`config.mk`:
```
export PLATFORM = sky130hd
export DESIGN_NAME = down_timer
export DESIGN_NICKNAME = d
export VERILOG_FILES = /design/src/rtl/down_timer.sv
export SDC_FILE = /design/constraint.sdc
export NUM_CORES = 1
export LEC_CHECK = 0
export ABC_AREA = 1
export CORE_ASPECT_RATIO = 0.7
export CORE_MARGIN = 10
export CORE_UTILIZATION = 30
export DETAILED_ROUTE_END_ITERATION = 16
export GPL_TIMING_DRIVEN = 0
export PLACE_DENSITY = 0.59
export SLEW_MARGIN = 20
export SYNTH_ARGS = -nofsm -noshare
export SYNTH_HDL_FRONTEND = slang
export SYNTH_SLANG_ARGS = --single-unit
```
`constraint.sdc`:
```
create_clock -name clk -period 3.65 [get_ports clk]
set_input_delay 0.73 -clock clk [delete_from_list [all_inputs] [get_ports clk]]
set_output_delay 0.73 -clock clk [all_outputs]
set_load 0.005 [all_outputs]
```
`src/rtl/down_timer.sv`:
```
// Loadable down-counting timer with one-shot or auto-reload operation.
// Expiry gives a one-cycle pulse, a sticky irq with acknowledge, and a sticky overrun flag.
//
// state | meaning
// ------+-------------------------------------------------------------
// IDLE  | not armed; value holds its last value; enable ignored
// RUN   | counting down on enabled cycles; expiry at value == 1
// DONE  | one-shot expired; value holds 0 until load or reset
module down_timer #(
    parameter int WIDTH = 8
) (
    input  logic             clk,
    input  logic             reset,
    input  logic             load,
    input  logic [WIDTH-1:0] load_value,
    input  logic             enable,
    input  logic             auto_reload,
    input  logic             irq_ack,
    output logic [WIDTH-1:0] value,
    output logic             running,
    output logic             expired,
    output logic             irq,
    output logic             overrun
);

    typedef enum logic [1:0] {
        IDLE = 2'd0,
        RUN  = 2'd1,
        DONE = 2'd2
    } state_t;

    state_t           r_state;
    logic [WIDTH-1:0] r_value;
    logic [WIDTH-1:0] r_reload;
    logic             r_expired;
    logic             r_irq;
    logic             r_overrun;

    logic w_expire;

    // Expiry happens on the edge that would take the count from 1 to 0.
    assign w_expire = (r_state == RUN) && enable && (r_value == WIDTH'(1));

    always_ff @(posedge clk) begin
        if (reset) begin
            r_state   <= IDLE;
            r_value   <= '0;
            r_reload  <= '0;
            r_expired <= 1'b0;
            r_irq     <= 1'b0;
            r_overrun <= 1'b0;
        end else begin
            r_expired <= 1'b0;
            if (irq_ack) begin
                r_irq <= 1'b0;
            end
            if (load) begin
                r_value   <= load_value;
                r_reload  <= load_value;
                r_overrun <= 1'b0;
                r_state   <= (load_value != '0) ? RUN : IDLE;
            end else if (w_expire) begin
                r_expired <= 1'b1;
                r_irq     <= 1'b1;
                // An ack on the same edge consumes the old irq, so no overrun then.
                if (r_irq && !irq_ack) begin
                    r_overrun <= 1'b1;
                end
                if (auto_reload) begin
                    r_value <= r_reload;
                end else begin
                    r_value <= '0;
                    r_state <= DONE;
                end
            end else if ((r_state == RUN) && enable) begin
                r_value <= r_value - WIDTH'(1);
            end
        end
    end

    assign value   = r_value;
    assign running = (r_state == RUN);
    assign expired = r_expired;
    assign irq     = r_irq;
    assign overrun = r_overrun;

endmodule

```
# Word level (Yosys, flattened, before mapping)
# Cells that the tools add are included.
word_totals:
  word_cells: 32
  reg_bits: 21
  input_bits: 14
  output_inout_bits: 12
op_classes:
  add_sub_neg: 1
  n_reduce_logical: 10
  mux: 12
  eq_ne: 3
ops:
  columns: ["op", "count"]
  rows:
  - ["two-way mux 8 bit", 4]
  - ["equality test 8 x 1 -> 1 bit (second input constant)", 1]
  - ["nonzero test 8 bit", 1]
  - ["subtractor 8 x 1 -> 8 bit (second input constant)", 1]
  - ["two-way mux 2 bit", 3]
  - ["two-way mux 1 bit", 5]
  - ["AND reduction 2 bit", 2]
  - ["logical AND 1 bit", 3]
  - ["nonzero test 3 bit", 1]
  - ["equality test 2 x 1 -> 1 bit (second input constant)", 1]
  - ["!= test 2 bit (second input constant)", 1]
  - ["nonzero test 2 bit", 1]
  - ["OR reduction 2 bit", 1]
  - ["zero test 1 bit", 1]

# Logic depth before layout (Yosys ltp)
# Gate-level depths: netlist of the first run.
logic_depth:
  word_depth: 5
  mapped_depth: 9
  ltp_nobuf: 9

# Worst setup path before layout of the first run
# No wires, ideal clock.
synth_timing:
  path_kind: "input -> register"
  start: "input load"
  end: "register r_value[2], in the netlist value[2]"
  setup_time_ns: 0.117
  required_ns: 3.533
  setup_slack_ns: 2.148
  path_buffers: 1
  t_arrival_ns: 1.385
  stages: 8
  cell_sequence: "buf_4 inv_2 nand2_2 inv_2 a21oi_1 nand2_1 nor2_1 nor2_1"
synth_between:
  elab_chain_len: 1
  word_cells_on_any_way: 2
  classes_between: "mux: 1; reduce/logical: 1"
synth_rtl:
  columns: ["element", "line_no", "source"]
  rows:
  - ["start, declared", "14", "input logic load,"]
  - ["nonzero test 3 bit (no source line) or two-way mux 8 bit (tied branches)", null, null]
  - ["end signal, assigned", "58", "r_value <= load_value;"]
  - ["end signal, assigned", "70", "r_value <= r_reload;"]
  - ["end signal, assigned", "76", "r_value <= r_value - WIDTH'(1);"]
  - ["end, declared", "33", "logic [WIDTH-1:0] r_value;"]
# Several ways; a longest one is shown, not always the timed one.
# A chain may end at the register's enable or synchronous reset.

# Worst setup path after layout of the first run
layout_timing:
  start: "register r_value[2], in the netlist value[2]"
  end: "output value[2]"
layout_lines:
  columns: ["element", "line_no", "source"]
  rows:
  - ["end, declared", "19", "output logic [WIDTH-1:0] value,"]
# No word-level cell between the ends.

==> metrics.txt, run 1 <==
hold endpoint overrun$_SDFFE_PP0P_; Resize count post-CTS 0; IO Port Bufs 22; Worst EP required 2.92 ns; Net Sw Power between 150 and 200 uW; Worst Tran Pin Value 0.3501 ns; gr ovfl total 0; area grow syn2layout 26.48%; slew margin rel. 0.7666; clock slew at reported path FFs 0.08 ns; Netlist cell types 22; CP max stage delay between 0.5 and 0.6 ns; max-slew violation count 0; Max Cap Viol 0; RSZ-0062 raised after global routing no; NumNets Final between 200 and 250; Power Internal 385.7 uW; clock buffer count from CTS 3; first-pass GRT wire length around 5300 um; combinational share of power 0.258; Die ar. 7178 sq um; post-cts hold buffer count 0; Post-Place Setup Slack 1.523 ns; Crit Path Class flip-flop to output port; Syn Area/Cell 6.463 sq um; final period utilization 0.5642; final WL 3137 um; dpl hpwl 2539 um; reg2reg path depth 9; Max Root-Sink Buffers 2; HP Class flip-flop to flip-flop; per-cell routed wire length 11.58 um; P_leak 0.7449 nW; # Post-CTS Setup Buffers 0; setup TNS 0 ns; Buf/Inv on CP 1; commonest non-fill, non-tap cells in the layout nand2_1 (36), inv_1 (28), nor2_1 (25); commonest non-fill, non-tap cell in the layout nand2_1; min Tclk post-route about 2.1 ns; worst setup margin 1.591 ns; Clk pwr share 0.281; area occupied by multi-input gates 656.9 sq um; drt pass-1 iters 4; Setup crit start kind flip-flop; sw frac 0.3126; Reg2Reg Setup Slack 2.21 ns; Hold Startpoint overrun$_SDFFE_PP0P_; FF+latch count, synth 21; DRC Markers 0; chip width 97.07 um; CP Capture Type output port; antenna violation net count after detailed routing 0; Max IR drop VDD 0.1625 mV; sequential share of power 0.461; run status finished clean; Reg area 420.4 sq um; synthesized area 1247 sq um; Cell Count, Final, Fillers Out 271; routability cong. 0.8229; crit path DAT 1.33 ns; vias in the first global route 1139; FILL cells 423; crit path cell chain clkdlybuf4s50_1; Fmax achieved 485.6 MHz; Crit Path Max Fanout 6; Vias 1216; largest net degree at the start of global routing 12; total I/O pin count 26; clock latency on the worst-skew pair 0.26 ns; CP startpoint value[2]$_SDFFE_PP0P_; Syn Nets around 210; CTS root buf clkbuf_8; Final Hold Slack 0.4760 ns; Cell Pwr Density roughly 360 nW/um^2; CP top delay family buffers and inverters; Slowest cell on crit path clkdlybuf4s50_1; Hold Fails Final Rpt 0; final clock skew 0.001880 ns; share of post-route cells with drive strength above 1 0.1279; sequential fraction of the synthesis area 0.3370; Num Clock Sinks 21; drt via density 4.487; final setup fails 0; worst flop-to-flop path startpoint value[1]$_SDFFE_PP0P_; CTS tree done; Die H 73.95 um; initial antenna violation count 0; reg2reg end value[1]$_SDFFE_PP0P_; Hold Path Depth 2; CORE AREA around 4000 sq um; # diodes 0; Ys Warns 0; DR iter-0 viols 74; depth of the CTS H-tree 1; Initial Utilization 0.3142; cell count after synthesis 193; total track usage 0.08850; placed insts 267; row cnt 19
## layer usage
metal  global-route usage  routed length [um]
met2               0.1376                1297
met1               0.1151                1625
met4              0.01468                  15
met5                    0                   0
met3              0.03515                 198
## state kept, by name, summed over array words and instances (netlist names)
signal    count
expired       1
irq           1
overrun       1
r_reload      8
r_state       2
value         8
## worst max path at each step
stage / endpoint / slack [ns] / depth (start not counted)
floorplan: value[2]$_SDFFE_PP0P_ / 2.15 / 8
global placement: value[2]$_SDFFE_PP0P_ / 1.54 / 8
detailed placement: value[2]$_SDFFE_PP0P_ / 1.52 / 8
CTS: value[2] / 1.59 / 1
global route: value[2] / 1.52 / 1
finish: value[2] / 1.59 / 1
## metrics by stage
step | cell area, sq um | util | power [mW]
6_report | 1578 | 0.3974 | 0.5611
2_1_floorplan | 1247 | - | 0.3551
4_1_cts | 1578 | 0.3974 | 0.5693
3_3_place_gp | 1533 | 0.3861 | 0.4090
5_1_grt | 1578 | 0.3974 | 0.6001
3_5_place_dp | 1533 | 0.3861 | 0.4095
## power by group through the flow
stage	Combinational, mW	Clock, mW	Sequential [mW]
CTS	0.146	0.165	0.259
detailed placement	0.145	0	0.264
global placement	0.145	0	0.264
finish	0.145	0.158	0.259
global route	0.166	0.173	0.261
floorplan	0.0936	0	0.262
## logic make-up (layout without fill, tap and decap cells)
group	count (synthesis)	in the layout	share of synthesized area
buffers and inverters	43	69	0.1364
and+or+nand+nor	95	95	0.3691
adders and majority gates	2	2	0.02006
AOI/OAI and AO/OA	29	29	0.1163
DFF	21	21	0.3370
xor gates and xnor gates	3	3	0.02107
## layout make-up
cell class / instances / share of cell area
sequential: 21 / 0.2665
tap: 52 / 0.04124
clock buffer: 4 / 0.02855
multi-input combinational: 129 / 0.4163
buffer: 6 / 0.01983
timing repair buffer: 22 / 0.1396
inverter: 37 / 0.08803
## Yosys cell counts (all sizes together)
cell type | instances | share of area
a21oi | 18 | 0.072
buf | 5 | 0.022
clkbuf | 1 | 0.0030
dfxtp | 21 | 0.34
ha | 2 | 0.020
inv | 37 | 0.11
nand2 | 38 | 0.12
nand3 | 22 | 0.098
nand4 | 1 | 0.010
nor2 | 31 | 0.12
nor3 | 1 | 0.0080
nor4 | 2 | 0.010
o21ai | 11 | 0.044
xor2 | 3 | 0.021
## worst register-to-register path: stages (launching register included)
cell     delay (ns)
dfxtp_1        0.34
inv_1          0.10
ha_1           0.20
nand4_2        0.18
nor2_8         0.23
nor2_4         0.07
nand2_1        0.06
nand3_1        0.08
nand2_1        0.07
inv_1          0.03
Power figures use the tool's default switching activity.
==> run 2, diff against run 1 <==
- clock period: 3.65 -> 1.9 ns (I/O delays scaled with it)
==> results of run 2 <==
The final DEF is identical to that of run 1. Status: finished clean.
Among the figures that moved: setup slack after placement 1.523 ns -> 0.1226 ns; setup slack after layout 1.591 ns -> 0.1906 ns; hold slack 0.4760 ns -> 0.4101 ns; register-to-register setup slack 2.21 ns -> 0.46 ns; end point of the worst hold path overrun$_SDFFE_PP0P_ -> r_state[0]$_SDFFE_PP0P_; total power 0.5611 mW -> 1.078 mW; worst IR drop on VDD 0.1625 mV -> 0.3122 mV
